--- src/rtl/uart_tx_fifo.sv ---
// Buffered UART transmitter: host writes bytes into a FIFO and the FSM serialises them
// (start, LSB-first data, stop bits), chaining queued frames with no idle gap.
module uart_tx_fifo #(
  parameter int CLK_HZ       = 12_000_000,
  parameter int BIT_RATE     = 9600,
  parameter int PAYLOAD_BITS = 8,
  parameter int STOP_BITS    = 1,
  parameter int FIFO_DEPTH   = 16
) (
  input  logic                            clk,
  input  logic                            reset,
  input  logic                            wr_en,
  input  logic [PAYLOAD_BITS-1:0]         wr_data,
  output logic                            full,
  output logic                            empty,
  output logic [$clog2(FIFO_DEPTH+1)-1:0] count,
  output logic                            overflow,
  output logic                            busy,
  output logic                            uart_txd
);

  localparam int CPB      = CLK_HZ / BIT_RATE;
  localparam int STOP_CYC = STOP_BITS * CPB;
  localparam int CW       = $clog2(STOP_CYC + 1);
  localparam int AW       = $clog2(FIFO_DEPTH);
  localparam int NW       = $clog2(FIFO_DEPTH + 1);
  localparam int BW       = $clog2(PAYLOAD_BITS + 1);

  localparam logic [CW-1:0] BIT_LAST  = CW'(CPB - 1);
  localparam logic [CW-1:0] STOP_LAST = CW'(STOP_CYC - 1);
  localparam logic [BW-1:0] DATA_LAST = BW'(PAYLOAD_BITS - 1);

  typedef enum logic [1:0] {IDLE, START, DATA, STOP} state_t;

  state_t                  state, state_n;
  logic [CW-1:0]           cyc, cyc_n;
  logic [BW-1:0]           bit_idx, bit_n;
  logic [PAYLOAD_BITS-1:0] shift, shift_n;
  logic                    txd_n;
  logic                    pop;
  logic                    wr_ok;

  logic [PAYLOAD_BITS-1:0] mem [FIFO_DEPTH];
  logic [AW-1:0]           wr_ptr, rd_ptr;
  logic [PAYLOAD_BITS-1:0] head;

  assign full  = (count == NW'(FIFO_DEPTH));
  assign empty = (count == '0);
  assign wr_ok = wr_en && !full;
  assign head  = mem[rd_ptr];
  assign busy  = (state != IDLE);

  always_ff @(posedge clk) begin
    if (wr_ok) mem[wr_ptr] <= wr_data;
  end

  // A pop in the same cycle never frees space for a write: wr_ok uses pre-edge full.
  always_ff @(posedge clk or posedge reset) begin
    if (reset) begin
      wr_ptr   <= '0;
      rd_ptr   <= '0;
      count    <= '0;
      overflow <= 1'b0;
    end else begin
      overflow <= wr_en && full;
      if (wr_ok) wr_ptr <= wr_ptr + AW'(1);
      if (pop)   rd_ptr <= rd_ptr + AW'(1);
      case ({wr_ok, pop})
        2'b10:   count <= count + NW'(1);
        2'b01:   count <= count - NW'(1);
        default: count <= count;
      endcase
    end
  end

  always_ff @(posedge clk or posedge reset) begin
    if (reset) begin
      state    <= IDLE;
      cyc      <= '0;
      bit_idx  <= '0;
      shift    <= '0;
      uart_txd <= 1'b1;
    end else begin
      state    <= state_n;
      cyc      <= cyc_n;
      bit_idx  <= bit_n;
      shift    <= shift_n;
      uart_txd <= txd_n;
    end
  end

  // txd_n is the line level for the state being entered, so the output stays a pure flop.
  always_comb begin
    state_n = state;
    cyc_n   = cyc;
    bit_n   = bit_idx;
    shift_n = shift;
    txd_n   = uart_txd;
    pop     = 1'b0;
    case (state)
      IDLE: begin
        txd_n = 1'b1;
        if (!empty) begin
          pop     = 1'b1;
          shift_n = head;
          cyc_n   = '0;
          state_n = START;
          txd_n   = 1'b0;
        end
      end
      START: begin
        if (cyc == BIT_LAST) begin
          cyc_n   = '0;
          bit_n   = '0;
          state_n = DATA;
          txd_n   = shift[0];
        end else begin
          cyc_n = cyc + CW'(1);
        end
      end
      DATA: begin
        if (cyc == BIT_LAST) begin
          cyc_n = '0;
          if (bit_idx == DATA_LAST) begin
            state_n = STOP;
            txd_n   = 1'b1;
          end else begin
            bit_n   = bit_idx + BW'(1);
            shift_n = shift >> 1;
            txd_n   = shift_n[0];
          end
        end else begin
          cyc_n = cyc + CW'(1);
        end
      end
      STOP: begin
        if (cyc == STOP_LAST) begin
          cyc_n = '0;
          if (!empty) begin
            pop     = 1'b1;
            shift_n = head;
            state_n = START;
            txd_n   = 1'b0;
          end else begin
            state_n = IDLE;
            txd_n   = 1'b1;
          end
        end else begin
          cyc_n = cyc + CW'(1);
        end
      end
      default: begin
        state_n = IDLE;
        txd_n   = 1'b1;
      end
    endcase
  end

endmodule

--- config.mk ---
export PLATFORM = sky130hd
export DESIGN_NAME = uart_tx_fifo
export DESIGN_NICKNAME = d
export VERILOG_FILES = /design/src/rtl/uart_tx_fifo.sv
export SDC_FILE = /design/constraint.sdc
export NUM_CORES = 1
export LEC_CHECK = 0
export CAP_MARGIN = 20
export CORE_MARGIN = 10
export CORE_UTILIZATION = 40
export DETAILED_ROUTE_END_ITERATION = 10
export PLACE_DENSITY = 0.53
export RECOVER_POWER = 100
export SETUP_SLACK_MARGIN = 0.02
export SLEW_MARGIN = 15
export SYNTH_ARGS = -nofsm -noshare
export SYNTH_HDL_FRONTEND = slang
export SYNTH_SLANG_ARGS = --single-unit
--- constraint.sdc ---
create_clock -name clk -period 3.8 [get_ports clk]
set_input_delay 1.14 -clock clk [delete_from_list [all_inputs] [get_ports clk]]
set_output_delay 1.14 -clock clk [all_outputs]
set_load 0.005 [all_outputs]
# Word level (Yosys, flattened, before mapping)
# Memories as Yosys holds them, arrays and structs flattened.
# Index checks and enable logic that the tools add are counted.
[word_totals]
regBits = 40
mem_bits_rw = 128
in_bits = 11
out_inout_bits = 10
word_cells = 75
mem_count = 1
[mem_list]
columns = ["memory", "depth", "word_bits", "rd", "rd_clocked_by_memory_dff", "wr", "line_no", "text"]
rows = [
  ["mem", 16, 8, 1, 0, 1, "43", "logic [PAYLOAD_BITS-1:0] mem [FIFO_DEPTH];"],
]
[op_classes]
addsub = 6
n_eq_ne = 14
n_mux = 31
reduce_logical = 14
[ops]
columns = ["cell", "n"]
rows = [
  ["8-bit 2-to-1 mux", 4],
  ["8-bit one-hot mux with 3 select lines", 1],
  ["11-bit 2-to-1 mux", 2],
  ["11-bit one-hot mux with 2 select lines", 1],
  ["4-bit by 1-bit adder with 4-bit output, second input constant", 3],
  ["4-bit 2-to-1 mux", 3],
  ["2-bit != test, second input constant", 6],
  ["11-bit by 1-bit adder with 11-bit output, second input constant", 1],
  ["11-bit equality test, second input constant", 1],
  ["1-bit 2-to-1 mux", 10],
  ["2-bit 2-to-1 mux", 5],
  ["5-bit one-hot mux with 2 select lines", 1],
  ["2-bit one-hot mux with 4 select lines", 1],
  ["4-bit one-hot mux with 2 select lines", 1],
  ["4-bit AND reduction", 2],
  ["2-bit equality test, second input constant", 3],
  ["2-bit nonzero test", 3],
  ["5-bit by 1-bit adder with 5-bit output, second input constant", 1],
  ["5-bit equality test, second input constant", 1],
  ["5-bit logical NOT", 1],
  ["5-bit AND reduction", 1],
  ["5-bit by 1-bit subtractor with 5-bit output, second input constant", 1],
  ["2-bit by 1-bit equality test with 1-bit output, second input constant", 2],
  ["4-bit by 3-bit equality test with 1-bit output, second input constant", 1],
  ["8 further kinds", 9],
]

# Longest topological paths before layout
[logic_depth]
word_depth = 6
depth_mapped = 13
depth_no_buf = 13

# Least setup slack after synthesis
# No wires, ideal clock.
[synth_timing]
path_kind = "register to register"
start = "reg cyc[3]"
end = "reg count[4]"
setup_ps = 80
arrival_ps = 2837
required_time_ps = 3720
path_slack_ps = 883
stages_incl_launch_ff = 12
path_buffers = 0
synth_period_minus_slack_ps = 2917
path_cell_list = "dfrtp_1 -> or4b_4 -> o41ai_2 -> nor3b_4 -> ha_1 -> inv_1 -> fa_1 -> nor2b_1 -> o21ai_0 -> and3_1 -> nor3_1 -> xnor2_1"
[synth_via]
elab_chain_len = 5
word_cells_on_any_way = 7
cone_classes = "3 x eq/ne; 3 x mux; 1 x reduce/logical"
[synth_lines]
columns = ["element", "line_no", "text"]
rows = [
  ["start: declaration", "36", "logic [CW-1:0] cyc, cyc_n;"],
  ["start signal: assignment", "85", "cyc <= cyc_n;"],
  ["11-bit equality test (*)", "137", "if (cyc == STOP_LAST) begin"],
  ["1-bit 2-to-1 mux (*)", "137", ""],
  ["1-bit one-hot mux with 2 select lines (*)", "100", "case (state)"],
  ["via pop", "40", "logic pop;"],
  ["2-bit by 1-bit equality test with 1-bit output / 2-bit equality test (equally long branches)", "68", "case ({wr_ok, pop})"],
  ["5-bit one-hot mux with 2 select lines / 2-bit nonzero test (equally long branches)", "--", ""],
  ["end signal: assignment", "69", "2'b10: count <= count + NW'(1);"],
  ["end signal: assignment", "70", "2'b01: count <= count - NW'(1);"],
  ["end signal: assignment", "71", "default: count <= count;"],
  ["end: declaration", "16", "output logic [$clog2(FIFO_DEPTH+1)-1:0] count,"],
]
# The timed path passes the listed nets; every way through them passes the cells marked *.
# A chain may end at the register's enable or synchronous reset.

# Worst setup path after layout
[layout_timing]
start = "reg count[0]"
end = "out empty"
[layout_via]
elab_chain_len = 1
[layout_lines]
columns = ["element", "line_no", "text"]
rows = [
  ["5-bit logical NOT", "48", "assign empty = (count == '0);"],
  ["end: declaration", "15", "output logic empty,"],
]
# No other way between the ends.

==> out/metrics.yaml <==
sta:
  rsz0062_at_grt: "false"
  fin_crit_sh_pct: 90.03
  fmax_ghz: 0.2923
  slew_violations: 0
  setup_ws_ns: 0.3787
  fin_tns_setup_ns: 0
  setup_viol: 0
  hold_violations: 0
  slew_headroom_pct: 10.43
  skew_ns: 0.009630
  period_needed_ns: 3.421
  worstMarginPinSlew_ns: 1.332
clock_network:
  cts_setup_buffers: 0
  cts_sinks: 168
  post_cts_resized: 0
  htree_levels: 4
  cts.clk_slew.worst_paths_ns: 0.07
  cts-root-buf: "clkbuf_16"
  cts_buffer_depth: 2
  numCtsBuffers: 17
  clk-insertion-delay-late_ns: 0.43
  cts_hold_buf: 0
  cts_tree: "built"
global_routing:
  gr-usage-met1_pct: 15.96
  antenna_found_initial: 0
  grt.overflow.total: 0
  gr-usage-met2_pct: 19.82
  grt_max_degree: 36
  use_met3_pct: 3.189
  grtUsageTotal_pct: 12.42
  grt_pass1_wl_mm: 22.99
  grt_pass1_vias: 4078
  busiest_layer: "met2"
finish:
  area_growth_syn_to_layout_pct: 15.02
  drive_gt1_share_pct: 15.59
  final_util_pct: 46.46
  n_antenna_cell: 0
  num-fill-cells: 1539
  final_cell_area_um2: 8289
  layout.nets: 530
critical_path:
  arrival_ns: 2.28
  cp_slowest_cell: "dlygate4sd3_1"
  cp_max_fo: 5
  worst_ep_required_time_ns: 2.66
  critPathKind: "flip-flop to primary output"
  startpoint_type: "flip-flop"
  critical-path-max-stage-delay_ns: 0.59
  path_cells: "nor4_2, nand2_1, inv_1, dlygate4sd3_1"
  crit_path_end_kind: "primary output"
floorplan:
  placementRows: 49
  core_region_area_um2: 17840
  start_util_pct: 40.40
  dieHeight_um: 154.2
  io-pin-count: 21
  dieArea_um2: 23790
  die_width_um: 154.2
place:
  io_buffers: 20
  gp_congestion: 0.8314
  post_dp_cell_area_um2: 7771
  dpl.hpwl_mm: 9.448
  place_ws_ns: 0.5091
flow_run:
  drv_cap: 0
logic_synthesis:
  syn-mean-instance-area_um2: 15.67
  synth_cell_types: 51
  synth_cells: 460
  synth_area_um2: 7207
  synth_seq_area_share_pct: 67.24
  synth-seq-cells: 168
  yosys_most_used_dff: "edfxtp_1"
  yosysWarnings: 0
  synth_nets: 490
  synth-edff-count: 128
  async_reset_ff_share_pct: 23.81
route:
  drt_first_pass_iters: 4
  vias: 3958
  routed_wirelength_mm: 14.18
  wl_per_cell_um: 19.11
  drt_first_iter_violations: 240
  ant_nets: 0
  drc_errors: 0
  avgViaCountPerCell: 5.334
status:
  status: "completed"
pwr:
  power_density_nw_per_um2: 548.1
  peakVddDrop_uv: 425.5
  p_leak_nw: 2.906
hold_path:
  hold_path_class: "flip-flop to flip-flop"
where the power goes:
part | internal [mW] | leakage [nW] | switching [mW]
sequential | 2.17 | 1.65 | 0.0890
combinational | 0.196 | 0.949 | 0.284
clock | 1.01 | 0.304 | 0.798
final cells by class:
class                      count  area (µm²)  area share (%)
sequential                   168        4847           58.48
multi-input combinational    254        2156           26.01
clock buffer                  17       425.4           5.132
timing repair buffer          42       310.3           3.743
tap                          229       286.5           3.457
clock inverter                15       200.2           2.415
inverter                      17       63.81          0.7698
final timing paths:
check / depth (start not counted) / start / to / slack [ns]
min in group asynchronous: 2 / reset / cyc[2] / 1.24
setup / recovery: 4 / count[0] / empty / 0.38
setup reg to reg: 11 / cyc[3] / count[4] / 0.51
max in group asynchronous: 3 / reset / rd_ptr[0] / 1.16
hold / removal: 1 / uart_txd / uart_txd / 0.51
hold reg to reg: 1 / uart_txd / uart_txd / 0.51
metrics by stage:
stage	std cells	power (mW)	hold WS (ns)
3_3_place_gp	710	2.801	0.4920
6_report	742	4.544	0.5129
3_5_place_dp	710	2.819	0.4989
2_1_floorplan	460	2.569	0.4695
5_1_grt	742	4.758	0.5327
4_1_cts	742	4.630	0.5150
worst max-delay path, delay by kind of cell, from the launching register on:
| family | cells | cell delay, ns |
|---|---|---|
| buf+inv | 2 | 0.79 |
| simple gates | 2 | 0.62 |
| flops | 1 | 0.44 |
flip-flops by register name, indices dropped and copies added, names as in the netlist:
name and flops:
bit_idx 4, state 2, uart_txd 1, mem 128, cyc 11, wr_ptr 4, count 5, shift 8
rd_ptr 4, overflow 1
cells by family (layout without fill, tap and decap cells):
logic type | count (synthesis) | count (layout) | synth area share (%)
DFF | 168 | 168 | 67.24
and+or+nand+nor | 100 | 100 | 7.083
buffers and inverters | 38 | 91 | 2.292
adders and majority gates | 19 | 19 | 3.403
xor gates and xnor gates | 12 | 12 | 1.458
muxes | 38 | 38 | 10.54
AOI/OAI and AO/OA | 85 | 85 | 7.986
metal layers:
| metal | part of all wire, % | wire, µm | vias to the layer above |
|---|---|---|---|
| met2 | 49 | 6878 | 46 |
| met5 | 0 | 0 | - |
| met4 | 1.5 | 213 | 0 |
| met1 | 47 | 6667 | 2039 |
| met3 | 3.0 | 422 | 16 |
| li1 | - | - | 1857 |
cell usage after synthesis (6+ instances only):
| cell | instances | area, µm² |
|---|---|---|
| a21oi_1 | 21 | 105.1 |
| clkbuf_1 | 13 | 48.80 |
| nor2_1 | 29 | 108.9 |
| o21ai_0 | 21 | 105.1 |
| edfxtp_1 | 128 | 3844 |
| nand3_1 | 6 | 30.03 |
| a22oi_1 | 14 | 105.1 |
| inv_1 | 17 | 63.81 |
| nor3_1 | 7 | 35.03 |
| dfrtp_1 | 39 | 975.9 |
| mux4_2 | 30 | 675.7 |
| nand2_1 | 29 | 108.9 |
| ha_1 | 18 | 225.2 |
| xnor2_1 | 8 | 70.07 |
placed cells by master, fill, tap and decap left out, drive strengths merged, types with 3 or more instances in the layout:
| master | count |
|---|---|
| a21oi | 24 |
| a22o | 4 |
| a22oi | 14 |
| a31oi | 5 |
| and3 | 4 |
| buf | 4 |
| clkbuf | 35 |
| clkinv | 5 |
| dfrtp | 39 |
| dlygate4sd3 | 19 |
| edfxtp | 128 |
| ha | 18 |
| inv | 24 |
| mux2 | 3 |
| mux2i | 5 |
| mux4 | 30 |
| nand2 | 29 |
| nand3 | 6 |
| nand4 | 4 |
| nor2 | 32 |
| nor2b | 4 |
| nor3 | 8 |
| o21ai | 21 |
| o31ai | 5 |
| o41ai | 3 |
| xnor2 | 8 |
| xor2 | 4 |
(Power assumes the default switching activity.)
